**config.mk**
```make
export PLATFORM = sky130hd
export DESIGN_NAME = xyz_convert_scheduler
export DESIGN_NICKNAME = d
export VERILOG_FILES = /design/src/rtl/xyz_sched_pkg.sv /design/src/rtl/xyz_convert_scheduler_rr_arbiter.sv /design/src/rtl/xyz_convert_scheduler.sv
export SDC_FILE = /design/constraint.sdc
export NUM_CORES = 1
export LEC_CHECK = 0
export CAP_MARGIN = 15
export CORE_AREA = 2 2 387 389
export CTS_CLUSTER_DIAMETER = 80
export CTS_CLUSTER_SIZE = 12
export DETAILED_ROUTE_END_ITERATION = 8
export DIE_AREA = 0 0 389 391
export PLACE_DENSITY = 0.32
export SYNTH_ARGS = -nofsm -noshare
export SYNTH_HDL_FRONTEND = slang
export SYNTH_SLANG_ARGS = --single-unit
```
**constraint.sdc**
```tcl
create_clock -name Clk -period 2 [get_ports Clk]
set_input_delay 0.2 -clock Clk [delete_from_list [all_inputs] [get_ports Clk]]
set_output_delay 0.2 -clock Clk [all_outputs]
set_load 0.01 [all_outputs]
```
**src/rtl/xyz_sched_pkg.sv**
```systemverilog
// Shared types and constants for the RGB->XYZ conversion scheduler.
//   state_t  : scheduler FSM states
//   DBL_W    : IEEE-754 double operand width
//   DBL_ONE / DBL_HALF : handy double constants (1.0 and 0.5)
package xyz_sched_pkg;

  typedef enum logic [1:0] {
    IDLE   = 2'd0,
    SETTLE = 2'd1,
    RESP   = 2'd2
  } state_t;

  localparam int DBL_W = 64;

  localparam logic [63:0] DBL_ONE  = 64'h3FF0000000000000;
  localparam logic [63:0] DBL_HALF = 64'h3FE0000000000000;

endpackage

```
**src/rtl/xyz_convert_scheduler_rr_arbiter.sv**
```systemverilog
// Round-robin arbiter: combinational one-hot grant to the first asserted
// request found searching upward from ptr, modulo NUM_REQ.
//   req    : request vector
//   ptr    : requester with highest priority this cycle
//   grant  : one-hot grant, all zero when nothing requests
//   winner : index of the granted requester (0 when none)
//   any    : at least one request asserted
module rr_arbiter
#(
  parameter int NUM_REQ = 2
)
(
  input  logic [NUM_REQ-1:0] req,
  input  logic [1:0]         ptr,
  output logic [NUM_REQ-1:0] grant,
  output logic [1:0]         winner,
  output logic               any
);

  // Priority search in rotated order; the inner loop keeps every select constant.
  always_comb begin : search
    logic [2:0] pos_v;
    grant  = '0;
    winner = 2'd0;
    any    = 1'b0;
    pos_v  = 3'd0;
    for (int k = 0; k < NUM_REQ; k++) begin
      pos_v = {1'b0, ptr} + 3'(k);
      if (pos_v >= 3'(NUM_REQ)) begin
        pos_v = pos_v - 3'(NUM_REQ);
      end else begin
        pos_v = pos_v;
      end
      for (int i = 0; i < NUM_REQ; i++) begin
        if (!any && req[i] && (pos_v[1:0] == 2'(i))) begin
          grant[i] = 1'b1;
          winner   = 2'(i);
          any      = 1'b1;
        end else begin
          any = any;
        end
      end
    end
  end

endmodule

```
**src/rtl/xyz_convert_scheduler.sv**
```systemverilog
// Shares one combinational RGB->XYZ datapath between NUM_REQ requesters.
// A round-robin winner's operands are registered onto dp_R/G/B and held for
// SETTLE_CYCLES clocks, then dp_X/Y/Z is captured and returned with the
// requester id on a valid/ready response port. One request in flight at most.
//   Clk, Reset_n          : clock, async active-low reset
//   req_valid/req_ready   : per-requester handshake (ready one-hot or zero)
//   req_R/G/B             : packed operands, slice i belongs to requester i
//   dp_R/G/B, dp_X/Y/Z    : datapath operands out, results in
//   rsp_valid/ready, rsp_id, rsp_X/Y/Z : response port
//   busy                  : FSM not in IDLE
//   conv_count            : completed responses, wrapping
module xyz_convert_scheduler
  import xyz_sched_pkg::*;
#(
  parameter int NUM_REQ       = 2,
  parameter int SETTLE_CYCLES = 4,
  parameter int CNT_W         = 16
)
(
  input  logic                     Clk,
  input  logic                     Reset_n,
  input  logic [NUM_REQ-1:0]       req_valid,
  output logic [NUM_REQ-1:0]       req_ready,
  input  logic [NUM_REQ*64-1:0]    req_R,
  input  logic [NUM_REQ*64-1:0]    req_G,
  input  logic [NUM_REQ*64-1:0]    req_B,
  output logic [63:0]              dp_R,
  output logic [63:0]              dp_G,
  output logic [63:0]              dp_B,
  input  logic [63:0]              dp_X,
  input  logic [63:0]              dp_Y,
  input  logic [63:0]              dp_Z,
  output logic                     rsp_valid,
  input  logic                     rsp_ready,
  output logic [1:0]               rsp_id,
  output logic [63:0]              rsp_X,
  output logic [63:0]              rsp_Y,
  output logic [63:0]              rsp_Z,
  output logic                     busy,
  output logic [CNT_W-1:0]         conv_count
);

  state_t             state_r, state_nxt_s;
  logic [1:0]         rr_ptr_r;
  logic [3:0]         cnt_r;
  logic [NUM_REQ-1:0] grant_s;
  logic [1:0]         winner_s;
  logic               any_s;
  logic               accept_s;
  logic               rsp_hs_s;
  logic [63:0]        sel_r_s, sel_g_s, sel_b_s;
  logic [63:0]        dp_r_r, dp_g_r, dp_b_r;
  logic [63:0]        rsp_x_r, rsp_y_r, rsp_z_r;
  logic [1:0]         rsp_id_r;
  logic               rsp_valid_r;
  logic [CNT_W-1:0]   conv_count_r;

  rr_arbiter #(.NUM_REQ(NUM_REQ)) u_arb (
    .req    (req_valid),
    .ptr    (rr_ptr_r),
    .grant  (grant_s),
    .winner (winner_s),
    .any    (any_s)
  );

  // Ready is one-hot on the winner, so any valid in IDLE is a handshake.
  assign accept_s = (state_r == IDLE) && any_s;
  assign rsp_hs_s = (state_r == RESP) && rsp_valid_r && rsp_ready;

  // Winner operand mux.
  always_comb begin
    sel_r_s = '0;
    sel_g_s = '0;
    sel_b_s = '0;
    for (int i = 0; i < NUM_REQ; i++) begin
      if (winner_s == 2'(i)) begin
        sel_r_s = req_R[i*DBL_W +: DBL_W];
        sel_g_s = req_G[i*DBL_W +: DBL_W];
        sel_b_s = req_B[i*DBL_W +: DBL_W];
      end else begin
        sel_r_s = sel_r_s;
      end
    end
  end

  // FSM state register.
  always_ff @(posedge Clk or negedge Reset_n) begin
    if (!Reset_n) begin
      state_r <= IDLE;
    end else begin
      state_r <= state_nxt_s;
    end
  end

  // FSM next-state logic.
  always_comb begin
    state_nxt_s = state_r;
    case (state_r)
      IDLE:    state_nxt_s = any_s ? SETTLE : IDLE;
      SETTLE:  state_nxt_s = (cnt_r == 4'd0) ? RESP : SETTLE;
      RESP:    state_nxt_s = rsp_hs_s ? IDLE : RESP;
      default: state_nxt_s = IDLE;
    endcase
  end

  // FSM outputs: grants only while idle.
  always_comb begin
    req_ready = '0;
    case (state_r)
      IDLE:    req_ready = grant_s;
      default: req_ready = '0;
    endcase
  end

  // Operand registers, round-robin pointer and settle counter.
  always_ff @(posedge Clk or negedge Reset_n) begin
    if (!Reset_n) begin
      dp_r_r   <= 64'd0;
      dp_g_r   <= 64'd0;
      dp_b_r   <= 64'd0;
      rsp_id_r <= 2'd0;
      rr_ptr_r <= 2'd0;
      cnt_r    <= 4'd0;
    end else if (accept_s) begin
      dp_r_r   <= sel_r_s;
      dp_g_r   <= sel_g_s;
      dp_b_r   <= sel_b_s;
      rsp_id_r <= winner_s;
      rr_ptr_r <= (winner_s == 2'(NUM_REQ-1)) ? 2'd0 : winner_s + 2'd1;
      cnt_r    <= 4'(SETTLE_CYCLES-1);
    end else if ((state_r == SETTLE) && (cnt_r != 4'd0)) begin
      cnt_r <= cnt_r - 4'd1;
    end else begin
      cnt_r <= cnt_r;
    end
  end

  // Result capture, response valid and completion counter.
  always_ff @(posedge Clk or negedge Reset_n) begin
    if (!Reset_n) begin
      rsp_x_r      <= 64'd0;
      rsp_y_r      <= 64'd0;
      rsp_z_r      <= 64'd0;
      rsp_valid_r  <= 1'b0;
      conv_count_r <= '0;
    end else if ((state_r == SETTLE) && (cnt_r == 4'd0)) begin
      rsp_x_r     <= dp_X;
      rsp_y_r     <= dp_Y;
      rsp_z_r     <= dp_Z;
      rsp_valid_r <= 1'b1;
    end else if (rsp_hs_s) begin
      rsp_valid_r  <= 1'b0;
      conv_count_r <= conv_count_r + CNT_W'(1);
    end else begin
      rsp_valid_r <= rsp_valid_r;
    end
  end

  assign dp_R       = dp_r_r;
  assign dp_G       = dp_g_r;
  assign dp_B       = dp_b_r;
  assign rsp_id     = rsp_id_r;
  assign rsp_X      = rsp_x_r;
  assign rsp_Y      = rsp_y_r;
  assign rsp_Z      = rsp_z_r;
  assign rsp_valid  = rsp_valid_r;
  assign busy       = (state_r != IDLE);
  assign conv_count = conv_count_r;

endmodule

```
Word level (Yosys, flattened, before mapping)
Cells that the tools add are included.
{"block": "totals", "inputBits": 581, "word_cells": 79, "out_inout_bits": 406, "ff_bits": 411}
{"block": "op_classes", "eq_ne": 5, "reduce_logical": 25, "n_lt_le_gt_ge": 2, "muxes": 28, "add_sub_neg": 6, "n_bitwise": 1}
{"op": "2-to-1 mux 64 bit", "count": 6}
{"op": "adder 16 x 1 -> 16 bit, second input constant", "count": 1}
{"op": "2-to-1 mux 1 bit", "count": 13}
{"op": "logical AND 1 bit", "count": 12}
{"op": "2-to-1 mux 2 bit", "count": 6}
{"op": "== test 2 x 1 -> 1 bit, second input constant", "count": 4}
{"op": "zero test 2 bit", "count": 4}
{"op": "2-to-1 mux 4 bit", "count": 2}
{"op": "case mux 2 bit (3 select lines)", "count": 1}
{"op": "nonzero test 2 bit", "count": 3}
{"op": "zero test 4 bit", "count": 1}
{"op": "nonzero test 4 bit", "count": 1}
{"op": "subtractor 2 bit, second input constant", "count": 2}
{"op": "subtractor 4 x 1 -> 4 bit, second input constant", "count": 1}
{"op": "adder 2 x 1 -> 3 bit, second input constant", "count": 1}
{"op": ">= comparator 3 x 2 -> 1 bit, second input constant", "count": 1}
{"op": "zero test 1 bit", "count": 3}
{"op": "adder 2 x 1 -> 2 bit, second input constant", "count": 1}
{"op": "== test 2 bit, second input constant", "count": 1}
{"op": ">= comparator 2 bit, second input constant", "count": 1}
{"op": "AND reduction 2 bit", "count": 1}
{"op": "inverter 1 bit", "count": 1}

Logic depth before layout (Yosys ltp)
Gate-level depths: netlist (run 1).
{"block": "depth", "ltp_word": 20, "mapped_depth": 8, "mapped_depth_nobuf": 6}

Cells and area by module
Synthesis (run 1) repeated with hierarchy kept, for this count alone.
{"block": "hier_totals", "hier_cells": 1385, "hier_area_um2": 18273.8}
{"module": "xyz_convert_scheduler", "area_each_um2": 18217.5, "cells_per_inst": 1376, "n_inst": 1, "seq_area_each_um2": 10284.9}
{"module": "rr_arbiter", "area_each_um2": 56.3, "cells_per_inst": 9, "n_inst": 1, "seq_area_each_um2": 0.0}

Least setup slack after synthesis (run 1)
No wires, ideal clock.
{"block": "synth_path", "path_type": "reg-to-reg", "startpoint": "register cnt_r[0]", "endpoint": "register cnt_r[0]", "setup_time_ps": 123, "required_time_ps": 1877, "path_buffers": 0, "arrival_time_ps": 1403, "stages_incl_launch_ff": 7, "setup_slack_ps": 474, "cell_sequence": "dfrtp_1 > inv_1 > ha_1 > or3b_2 > nand2_1 > xnor2_1 > nand2_1"}
{"block": "synth_via", "elab_chain_len": 3}
{"item": "from (decl)", "line_no": "xyz_convert_scheduler.sv:45", "rtl": "logic [3:0] cnt_r;"}
{"item": "from (signal assigned)", "line_no": "xyz_convert_scheduler.sv:130", "rtl": "cnt_r <= 4'(SETTLE_CYCLES-1);"}
{"item": "from (signal assigned)", "line_no": "xyz_convert_scheduler.sv:132", "rtl": "cnt_r <= cnt_r - 4'd1;"}
{"item": "from (signal assigned)", "line_no": "xyz_convert_scheduler.sv:134", "rtl": "cnt_r <= cnt_r;"}
{"item": "subtractor 4 x 1 -> 4 bit or nonzero test 4 bit (tied branches)", "line_no": "xyz_convert_scheduler.sv:132, xyz_convert_scheduler.sv:131"}
{"item": "2-to-1 mux 4 bit or logical AND 1 bit (tied branches)", "line_no": "xyz_convert_scheduler.sv:131", "rtl": "end else if ((state_r == SETTLE) && (cnt_r != 4'd0)) begin"}
{"item": "2-to-1 mux 4 bit or nonzero test 2 bit (tied branches)"}
Several ways; a longest one is shown, not always the timed one. The select of a mux whose other input is x is not followed.
A chain may end at the register's enable or synchronous reset.

Worst setup path after layout (run 1)
{"block": "layout_path", "startpoint": "register dp_r_r[60], in the netlist dp_R[60]", "endpoint": "output dp_R[60]"}
{"item": "from (decl)", "line_no": "xyz_convert_scheduler.sv:52", "rtl": "logic [63:0] dp_r_r, dp_g_r, dp_b_r;"}
{"item": "from (signal assigned)", "line_no": "xyz_convert_scheduler.sv:125", "rtl": "dp_r_r <= sel_r_s;"}
{"item": "to (decl)", "line_no": "xyz_convert_scheduler.sv:27", "rtl": "output logic [63:0] dp_R,"}
No word-level cell between the ends.

==> results.txt, run 1 <==
Gate Count Post-Synth: 1,346
Commonest non-fill, non-tap cells in the layout: clkdlybuf4s50_1 (965), dfrtp_1 (408), nand2_1 (204)
Hold Path Class: in -> async
CP top delay family: buffers and inverters
Post-DP HPWL: 71,800 µm
Area Growth Syn to Fin: 80.3%
Top Ports: 987
Cts bufs inserted: 48
Worst-margin pin slew: 589 ps
Setup TNS: 0 ps
Vias per cell: 3.31
Leakage: 0.0137 µW
Final period util: 95.8%
Total GRT Usage: 11.1%
Std-Cell Rows: 142
CP max stage delay: 730 ps
WS Path Type: reg -> out
Fin nets: 2,964
Max cap viols: 0
Post-Route Utilization: 21.3%
Pwr Density: 1430 mW/mm²
Mapped cell area: 0.0176 mm²
CP Buf/Inv Count: 1
Final ANT Viol Nets: 0
Cell Chain, Critical Path: clkdlybuf4s50_1
CP max-delay cell: clkdlybuf4s50_1
Clk sinks: 409
CTS max path bufs: 3
H-tree Lvls: 2
Routed vias: 14,400
Slew Limit Fails: 0
Hold Violations, Final: 0
Crit end category: primary output
CTS root buffer: clkbuf_16
Grt ovf: 0
Final WL: 88,100 µm
DRT Pass-1 Iters: 4
DR iter-0 viols: 354
Starting Density: 11.8%
Average size of a mapped cell: 13.1 µm²
Antenna violations before repair: 27
Relative slew slack: 60.8%
Worst EP arrival: 1720 ps
Pin count of the biggest net entering global routing: 66
Maximum clock frequency: 522 MHz
Final number of setup-violating endpoints: 0
Gp weighted congestion: 0.775
Crit-path max FO: 2
Worst-path clk slew: 60 ps
Register area share after synthesis: 58.2%
Die area: 0.152 mm²
Most common cell after layout, fill and taps aside: clkdlybuf4s50_1
Min Tclk post-route: 1920 ps
Peak supply drop: 490 µV
First-pass GRT wire length: 121,000 µm
Net Count, Synth: 1,930
Status: finished clean
Mean routed wirelength per cell: 20.2 µm
Placeable Area: 0.149 mm²
Clk_lat worst skew: 620 ps
DRC: 0
Synth unique cells: 38
Die height: 391 µm
Port-buffer cells: 985
Layout cells sized above 1: 12.7%
DIE WIDTH: 389 µm
Vias in the first global route: 16,000
Critical Path RT: 1800 ps
Critical Path Start Type: register
Synth warn: 0
Synthesis-stage register bit count: 409
Worst-case clock skew: 23.9 ps
CTS tree: done
RSZ-0062 raised after global routing: false
what timing repair did:
item	CTS	global route
hold endpoints to repair	128	0
setup endpoints to repair	15	1
resized for setup	24	1
hold buffers	1	0
setup buffers	1	0
pin swaps	1	0
per-stage QoR:
step | power [µW] | hold slack [ps] | instances | worst slack (ps) | area [µm²]
floorplan | 23600 | -95.6 | 1346 | 474 | 17600
global placement | 37300 | 164 | 4272 | -144 | 30100
detailed placement | 37300 | 165 | 4272 | -211 | 30100
CTS | 46800 | 41.4 | 4346 | 1.99 | 31700
global route | 48600 | 60.7 | 4355 | 1.35 | 31700
finish | 45400 | 57.2 | 4356 | 83.9 | 31700
area by class of cell:
class	count	area [µm²]
Timing Repair Buffer	1071	10800
Tap cell	1944	2430
Sequential cell	409	10200
Antenna cell	10	25.0
Multi-Input combinational cell	844	6670
Fill cell	16000	117000
Clock buffer	53	1260
Clock inverter	19	256
Inverter	6	22.5
Yosys cell counts (all sizes together):
library cell / number / area share [%]
nand2: 204 / 4.4
a211oi: 1 / 0.043
and3: 2 / 0.071
nand4: 4 / 0.14
buf: 66 / 3.3
ha: 3 / 0.21
o21ai: 194 / 5.6
xor2: 4 / 0.20
inv: 6 / 0.13
nor4: 1 / 0.036
clkbuf: 21 / 0.45
and4b: 1 / 0.057
conb: 1 / 0.021
mux2i: 192 / 11
or3b: 1 / 0.050
a31oi: 1 / 0.036
nor2: 8 / 0.21
a21oi: 2 / 0.057
nor3: 2 / 0.057
o211ai: 1 / 0.043
xnor2: 14 / 0.70
nand3: 10 / 0.31
dfrtp: 409 / 58
mux2: 193 / 14
a21o: 1 / 0.043
nand3b: 2 / 0.085
and2b: 1 / 0.043
and2: 1 / 0.036
power breakdown:
group          internal [µW]  switching (µW)  total, µW
clock                   5060            3890       8940
combinational          12100            9640      21800
sequential             12300            2370      14700
final timing paths:
check / startpoint / to / slack, ps / depth (start not counted)
worst max-delay path: dp_R[60]$_DFFE_PN0P_ / dp_R[60] / 80 / 1
worst min-delay path: Reset_n / dp_B[30]$_DFFE_PN0P_ / 60 / 2
worst max register to register: state_r[1]$_DFF_PN0_ / rsp_Z[36]$_DFFE_PN0P_ / 190 / 5
worst min register to register: dp_G[26]$_DFFE_PN0P_ / dp_G[26]$_DFFE_PN0P_ / 480 / 2
max in group asynchronous: Reset_n / dp_G[0]$_DFFE_PN0P_ / 1000 / 3
min in group Clk: dp_X[27] / rsp_X[27]$_DFFE_PN0P_ / 180 / 2
registers in the layout (all words and copies together), names as in the netlist:
name,count
cnt_r,4
rsp_X,64
state_r,2
dp_G,64
rsp_valid,1
rsp_Y,64
rr_ptr_r,1
dp_B,64
rsp_Z,64
conv_count,16
dp_R,64
rsp_id,1
layer usage:
layer	up-vias	track usage [%]	wire length [µm]
li1	6729	-	-
met1	6999	10.9	30000
met2	568	20.5	46700
met3	122	5.32	9170
met4	22	3.51	2100
met5	-	0	129
logic make-up after synthesis:
group                      Yosys count  share of synthesized area (%)
and+or+nand+nor                    237                           5.46
other                                1                         0.0213
DFF                                409                           58.2
muxes                              385                           25.4
adders and majority gates            3                          0.214
buffers and inverters               93                           3.92
AOI/OAI and AO/OA                  200                           5.83
xor gates and xnor gates            18                          0.897
Power figures use the tool's default switching activity.
==> inputs of run 2 (changes only) <==
--- a/config.mk
+++ b/config.mk
@@ -15,3 +15,4 @@
 export SYNTH_ARGS = -nofsm -noshare
 export SYNTH_HDL_FRONTEND = slang
 export SYNTH_SLANG_ARGS = --single-unit
+export TNS_END_PERCENT = 5
==> constraint.sdc (replaced) <==
create_clock -name Clk -period 2 [get_ports Clk]
set_input_delay 0.2 -clock Clk [delete_from_list [all_inputs] [get_ports Clk]]
set_output_delay 0.2 -clock Clk [all_outputs]
set_load 0.1 [all_outputs]
==> results.txt, run 2 (synthesis gave the netlist of run 1 again) <==
Std-Cell Rows: 142 (unchanged)
Port-buffer cells: 985 (unchanged)
Setup TNS: -34.9 ps (-34.9 ps)
Mean routed wirelength per cell: 20.3 µm (+0.31%)
Failing checks: negative setup slack
Post-DP HPWL: 73,300 µm (+2.1%)
CTS max path bufs: 3 (unchanged)
DIE WIDTH: 389 µm (unchanged)
Antenna violations before repair: 32 (+19%)
Placeable Area: 0.149 mm² (unchanged)
R2R Path Start: state_r[0]$_DFF_PN0_
Vias per cell: 3.29 (-0.80%)
Worst-path clk slew: 60 ps (about the same)
Top Ports: 987 (unchanged)
Clk_lat worst skew: 610 ps (about the same)
Most common cell after layout, fill and taps aside: clkdlybuf4s50_1
Cts bufs inserted: 48 (unchanged)
Reg2Reg Depth: 6 (+1)
Starting Density: 11.8% (unchanged)
Final number of setup-violating endpoints: 2 (+2)
Max cap viols: 0 (unchanged)
Fin nets: 2,973 (+0.30%)
Pin count of the biggest net entering global routing: 70 (+6.1%)
Final WL: 88,800 µm (+0.79%)
Placed Cells: 4,280 (+0.19%)
Min Tclk post-route: 2030 ps (+117 ps)
Clk sinks: 409 (unchanged)
Worst-case clock skew: 28.3 ps (+4.40 ps)
CP Launch Point: state_r[1]$_DFF_PN0_
RSZ-0062 raised after global routing: true
Layout filler cell count: 16,100 (+0.42%)
Hold Violations, Final: 0 (unchanged)
Layout cells sized above 1: 29.7% (+17 points)
Critical Path Start Type: register
CTS tree: done
Setup WS post-layout: -32.8 ps (-117 ps)
Terminus of the critical flop-to-flop path: rsp_Y[55]$_DFFE_PN0P_
Total GRT Usage: 11.2% (+0.11 points)
Crit end category: primary output
Routed vias: 14,400 (-0.32%)
First-pass GRT wire length: 122,000 µm (+0.83%)
Slew Limit Fails: 0 (unchanged)
H-tree Lvls: 2 (unchanged)
R2R setup slack: 120 ps (-70 ps)
Hold Path Class: in -> async
Area Growth Syn to Fin: 76.3%
Critical Path RT: 1800 ps (about the same)
Gp weighted congestion: 0.803 (+3.6%)
Fin cells: 4,377 (+0.48%)
Worst EP arrival: 1830 ps (+110 ps)
Crit-path max FO: 4 (+2)
Grt ovf: 0 (unchanged)
Hold_ws: 64.7 ps (+7.54 ps)
CTS root buffer: clkbuf_16
Commonest non-fill, non-tap cells in the layout: clkdlybuf4s50_1 (579), buf_4 (465), dfrtp_1 (408)
DRT Pass-1 Iters: 6 (+2)
WS Path Type: reg -> out
Maximum clock frequency: 492 MHz (-5.7%)
Status: finished, violations left
Die area: 0.152 mm² (unchanged)
DRC: 0 (unchanged)
DR iter-0 viols: 361 (+2.0%)
Final period util: 102% (+5.8 points)
Final ANT Viol Nets: 0 (unchanged)
Die height: 391 µm (unchanged)
Vias in the first global route: 16,000 (-0.42%)
run 2: cell types whose count changed in the layout (fill, tap and decap cells not counted), moves of 3 or more:
| cell | previous run | this run |
|---|---|---|
| buf_4 | 65 | 465 |
| clkdlybuf4s50_1 | 965 | 579 |
| dlygate4sd2_1 | 12 | 0 |
| buf_12 | 24 | 34 |
| diode_2 | 10 | 17 |
| clkbuf_1 | 2 | 5 |
| clkbuf_8 | 2 | 5 |
| clkinv_4 | 5 | 2 |
run 2: what timing repair did:
item,CTS,global route
hold buffers,1,0
pin swaps,2,1
gates resized for setup,2,0
buffers inserted,3,0
endpoints found under the hold margin,187,0
setup endpoints to repair,4,3
run 2: worst max path at each step:
stage,to,slack [ps],depth (start not counted)
floorplan,rsp_id[0]$_DFFE_PN0P_,-200,4
global placement,dp_R[19]$_DFFE_PN0P_,-300,8
detailed placement,dp_R[19]$_DFFE_PN0P_,-330,8
CTS,req_ready[0],-200,4
global route,req_ready[0],-180,4
finish,req_ready[0],-30,4
run 2: routing by layer:
metal  up-vias  track usage [%]  wire, µm
li1       6741                -         -
met1      6935             11.2     30700
met2       560             20.7     47000
met3       128             4.88      8310
met4        30             3.93      2660
met5         -                0       195
run 2: cell type report:
cell class,instances,area [µm²],share of cell area (%)
clock buffers,60,1340,4.32
multi-input cells,844,6680,21.6
diodes,17,42.5,0.137
clock inverters,17,238,0.767
well taps,1944,2430,7.85
flip-flops and latches,409,10200,33.0
repair buffers,1080,9990,32.2
inverters,6,26.3,0.0848
run 2: metrics by stage:
| stage | utilization, % | worst slack [ps] | area [µm²] |
|---|---|---|---|
| global placement | 19.8 | -299 | 29300 |
| detailed placement | 19.8 | -328 | 29300 |
| finish | 20.9 | -32.8 | 31000 |
| CTS | 20.8 | -201 | 30900 |
| floorplan | - | -199 | 17600 |
| global route | 20.9 | -180 | 31000 |
run 2: critical path, stage by stage, from the launching register on:
cell	delay, ps
dfrtp_1	430
nor2_4	130
clkinvlp_4	160
a211oi_4	260
buf_12	230
Power of run 2 is not shown: default switching activity piles up to over one toggle a cycle in this logic, so the estimate is an artifact.
==> inputs of run 3 (changes only) <==
--- a/config.mk
+++ b/config.mk
@@ -12,6 +12,7 @@
 export DETAILED_ROUTE_END_ITERATION = 8
 export DIE_AREA = 0 0 389 391
 export PLACE_DENSITY = 0.32
+export SLEW_MARGIN = 15
 export SYNTH_ARGS = -nofsm -noshare
 export SYNTH_HDL_FRONTEND = slang
 export SYNTH_SLANG_ARGS = --single-unit
==> results of run 3 <==
Final layout, timing and power as in run 2 (identical DEF).
Power of run 3 is left out for the same reason.
==> variant 1, RTL diff (settings of run 1) <==
Encoding of `state_t`: now one-hot (3 bits for 3 states).
--- a/src/rtl/xyz_sched_pkg.sv
+++ b/src/rtl/xyz_sched_pkg.sv
@@ -4,10 +4,10 @@
 //   DBL_ONE / DBL_HALF : handy double constants (1.0 and 0.5)
 package xyz_sched_pkg;
 
-  typedef enum logic [1:0] {
-    IDLE   = 2'd0,
-    SETTLE = 2'd1,
-    RESP   = 2'd2
+  typedef enum logic [2:0] {
+    IDLE   = 3'b001,
+    SETTLE = 3'b010,
+    RESP   = 3'b100
   } state_t;
 
   localparam int DBL_W = 64;
Formal check against the unedited RTL: same outputs for any inputs over 4 cycles, from zero or initial values and one cycle with Reset_n low; so few cycles prove little.
==> variant 1 against run 1 <==
- the run now ends with setup timing left
- total power fell by 2.2%
- routed wire length rose by 6.2%
- count of clock-buffer cells in the layout rose by 7
- design area rose by 0.16%
- via count rose by 1.1%
- core utilization barely moved
- synthesized area fell by 2.3%
- highest routed layer unchanged
- largest cell class unchanged
- sequential cell count rose by 1
- sequential power barely moved
- fmax fell by 9.2%
- worst setup slack got worse by 0.19 ns
==> variant 1: results (changes against run 1) <==
| Metric | Value |
|---|---|
| Multi-input gate area | 6370 um2 (-4.5%) |
| Commonest cells post-synth | 409 x dfrtp_1, 203 x nand2_1, 192 x mux2i_1 |
| Placed standard-cell area | 29,800 um2 (-1.2%) |
| Sw Share | 0.361 (+0.0109) |
| HPWL after DPL | 76,300 um (+6.3%) |
| Synth area leaders | dfrtp_1 60%, mux2i_1 11%, mux2_1 10%, o21ai_1 5.0%, nand2_1 4.4% |
| Post-Synth Adder-Cell Area | 0.00219 (+0.0000504) |
| Fin Clk Skew | 0.0273 ns (+0.00339 ns) |
| Final setup fails | 3 (+3) |
| Gr usage total | 0.118 (+0.00659) |
| Cts bufs inserted | 50 (+4.2%) |
| Status | complete, but fails checks |
| Final net count | 2,969 (+0.17%) |
| Maximum VDD drop | 625 uV (+28%) |
| Signal buffers | 1,069 (-0.19%) |
| Synth cell types | 37 (-2.6%) |
| Post-synthesis mux area share | 0.238 (-0.0159) |
| Final WS setup | -0.109 ns (-0.193 ns) |
| RePlAce Congestion | 0.773 (-0.19%) |
| Pint | 28.4 mW (-3.9%) |
| Dpl ws | -0.369 ns (-0.158 ns) |
| Clock-cell share of area | 0.0519 (+0.00398) |
| Post-Syn Nets | 1,935 (+0.26%) |
| Initial antenna violation count | 36 (+33%) |
| Metal2 WL | 48,600 um (+4.2%) |
| Setup total negative slack | -0.220 ns (-0.220 ns) |
| Vias per std cell | 3.34 (+0.88%) |
| Clk pwr | 9.57 mW (+7.0%) |
| Routed len/inst | 21.4 um (+6.0%) |
| Critical-path top delay cell | dfstp_2 |
| Comb. pwr | 20.1 mW (-8%) |
| Avg Inst Size Synth | 12.7 um2 (-2.7%) |
| Failing checks | setup timing |
| Met1 Usage GRT | 0.119 (+0.00981) |
| CP delay by family, top | flip-flops |
| Critical-path maximum fanout | 3 (+1) |
| Seq cells | 410 (+0.24%) |
| Fraction of layout cells with a size suffix above 1 | 0.0887 (-0.0387) |
| Vias in the first global route | 16,093 (+0.43%) |
| Post-synthesis sequential area ratio | 0.598 (+0.0153) |
| CP peak stage delay | 0.53 ns (-0.20 ns) |
| Setup repair bufs after CTS | 2 (+1) |
==> variant 1: cell count changes after synthesis, sizes merged, moves of 2 or more <==
cell and change:
and4 +2, buf -6, clkbuf +6, xor2 +2, and2 +2, nor3b +3
nand3 -3, nand3b -2
==> variant 1: kinds of logic after synthesis <==
| logic type | Yosys count |
|---|---|
| AOI/OAI and AO/OA | 201 |
| xor gates and xnor gates | 19 |
| adders and majority gates | 3 |
| buffers and inverters | 93 |
| DFF | 410 |
| muxes | 385 |
| other | 1 |
| and+or+nand+nor | 239 |
==> variant 1: worst paths after layout <==
path | startpoint | endpoint | slack (ns) | depth (start not counted)
max | state_r[0] | req_ready[0] | -0.11 | 5
min | Reset_n | rsp_Z[2] | 0.07 | 2
max reg2reg | state_r[2] | rsp_Y[37] | 0.05 | 9
min reg2reg | dp_G[55] | dp_G[55] | 0.49 | 2
max in group asynchronous | Reset_n | rsp_Z[28] | 0.63 | 3
min in group Clk | dp_Z[49] | rsp_Z[49] | 0.14 | 2
==> variant 2, RTL diff (config.mk and constraints of run 1) <==
Without the edit above. `CNT_W`: 16 -> 32.
--- a/src/rtl/xyz_convert_scheduler.sv
+++ b/src/rtl/xyz_convert_scheduler.sv
@@ -14,7 +14,7 @@
 #(
   parameter int NUM_REQ       = 2,
   parameter int SETTLE_CYCLES = 4,
-  parameter int CNT_W         = 16
+  parameter int CNT_W         = 32
 )
 (
   input  logic                     Clk,
Ports: changed (resized conv_count); port bits go from 987 to 1003. No check against the original RTL was run, so the function may have changed too.
==> variant 2 against run 1 <==
- synthesized area up 5.0%
- sequential share of layout area down 0.52 points
- non-clock buffer count increased by 74
- first-iteration DRC count is 33% higher
- count of clock-buffer cells in the layout rose by 2
- design area up 5.6%
- total power rose by 4.5%
- sequential cell count rose by 16
- routed wire length is 9.9% higher
- largest power group unchanged
- worst setup slack got worse by 0.063 ns
- clock skew down 0.010 ns
- die area unchanged
- core utilization increased by 1.2 points
==> variant 2: results (changes against run 1) <==
| Metric | Value |
|---|---|
| Status | finished clean |
| CP peak stage delay | 0.38 ns (-0.35 ns) |
| Compound-Gate Fraction of Synth Area | 0.0547 (-0.00358) |
| Xor-xnor portion of the synthesized cell area | 0.0161 (+0.00717) |
| Post-synthesis sequential area ratio | 0.576 (-0.00598) |
| Placed standard-cell area | 31,700 um2 (+5.1%) |
| Nonclk inv count | 8 (+2) |
| Final net count | 3,111 (+5.0%) |
| Post-Syn Nets | 2,006 (+3.9%) |
| Signal buffers | 1,145 (+6.9%) |
| First-pass GRT wire length | 132,000 um (+8.6%) |
| Synth Instances | 1,422 (+5.6%) |
| Critical-path maximum fanout | 7 (+5) |
| Clock-cell share of area | 0.0462 (-0.00165) |
| Gr usage total | 0.122 (+0.0107) |
| Vias | 15,249 (+5.6%) |
| #MultiIn Comb | 898 (+6.4%) |
| Fin Clk Skew | 0.0136 ns (-0.0102 ns) |
| I/O Buffers | 1,001 (+1.6%) |
| Final core occ | 0.225 (+0.0120) |
| Dpl ws | -0.286 ns (-0.0749 ns) |
| Non-clock buffer share | 0.344 (+0.00354) |
| Filler instances | 15,935 (-0.69%) |
| Post-Synth Adder-Cell Area | 0.00203 (-0.000101) |
| # clock sinks | 425 (+3.9%) |
| FF+latch area | 10,600 um2 (+3.9%) |
| Critical Path AT | 2.49 ns (+0.77 ns) |
| Sequential share of power | 0.320 (-0.004) |
| Synth area leaders | dfrtp_1 58%, mux2_4 13%, mux2i_1 10%, o21ai_0 5.2%, nand2_1 4.3% |
==> variant 2: cell count changes in the layout (fill, tap and decap cells not counted), moves of 5 or more <==
cell,change
buf_4,+46
clkdlybuf4s50_1,+11
dfrtp_1,+15
diode_2,+5
dlygate4sd2_1,+5
inv_6,+6
mux2_1,-58
mux2_4,+59
nand2_1,+6
nand4_1,+15
o21ai_0,+169
o21ai_1,-169
xnor2_1,+14
==> variant 2: routing by layer <==
metal  track usage  vias up  part of all wire
li1              -     7164                 -
met1         0.132     7353              0.37
met2         0.219      584              0.51
met3        0.0488      126             0.086
met4        0.0331       22             0.026
met5             0        -            0.0014
==> variant 2: critical path: cells and delay by family (launching register included) <==
family | cells | cell delay (ns)
flip-flops | 1 | 0.38
buffers and inverters | 4 | 0.53
multiplexers | 1 | 0.27
adder cells (fa/ha/maj) | 1 | 0.12
AND/OR/NAND/NOR | 2 | 0.56
==> variant 2: cells by family (layout without fill, tap and decap cells) <==
group / count (synthesis) / count (layout)
DFF: 425 / 425
muxes: 384 / 384
and+or+nand+nor: 277 / 277
AOI/OAI and AO/OA: 199 / 199
buffers and inverters: 99 / 1228
xor gates and xnor gates: 34 / 34
adders and majority gates: 3 / 3
other: 1 / 16
==> variant 2: stage by stage <==
| stage | total power, mW | setup TNS (ns) |
|---|---|---|
| 2_1_floorplan | 24.3 | 0 |
| 3_3_place_gp | 38.5 | -7.17 |
| 3_5_place_dp | 38.6 | -6.22 |
| 4_1_cts | 48.5 | -0.00806 |
| 5_1_grt | 50.6 | -2.20 |
| 6_report | 47.4 | 0 |
==> variant 2: power by group through the flow <==
stage          logic [mW]  registers, mW  clock network [mW]
6_report             23.0           15.2                9.27
5_1_grt              24.7           15.7                10.1
4_1_cts              23.4           15.3                9.83
3_5_place_dp         23.3           15.3                   0
3_3_place_gp         23.2           15.3                   0
2_1_floorplan        7.63           16.6                   0
==> variant 2: final timing paths <==
path / startpoint / to / cells after the start
max in group asynchronous: Reset_n / dp_B[34] / 4
min reg2reg: dp_B[50] / dp_B[50] / 2
min: Reset_n / dp_G[11] / 2
min in group Clk: dp_Z[3] / rsp_Z[3] / 2
max reg2reg: cnt_r[1] / rsp_Z[6] / 8
max: cnt_r[1] / rsp_Z[6] / 8
==> variant 2: what timing repair did <==
action | CTS | global route
gates resized for setup | 41 | 14
gates cloned | 0 | 2
hold buffers | 1 | 0
pin swaps | 2 | 1
hold endpoints to repair | 203 | 0
setup endpoints to repair | 119 | 146
buffers inserted | 3 | 9
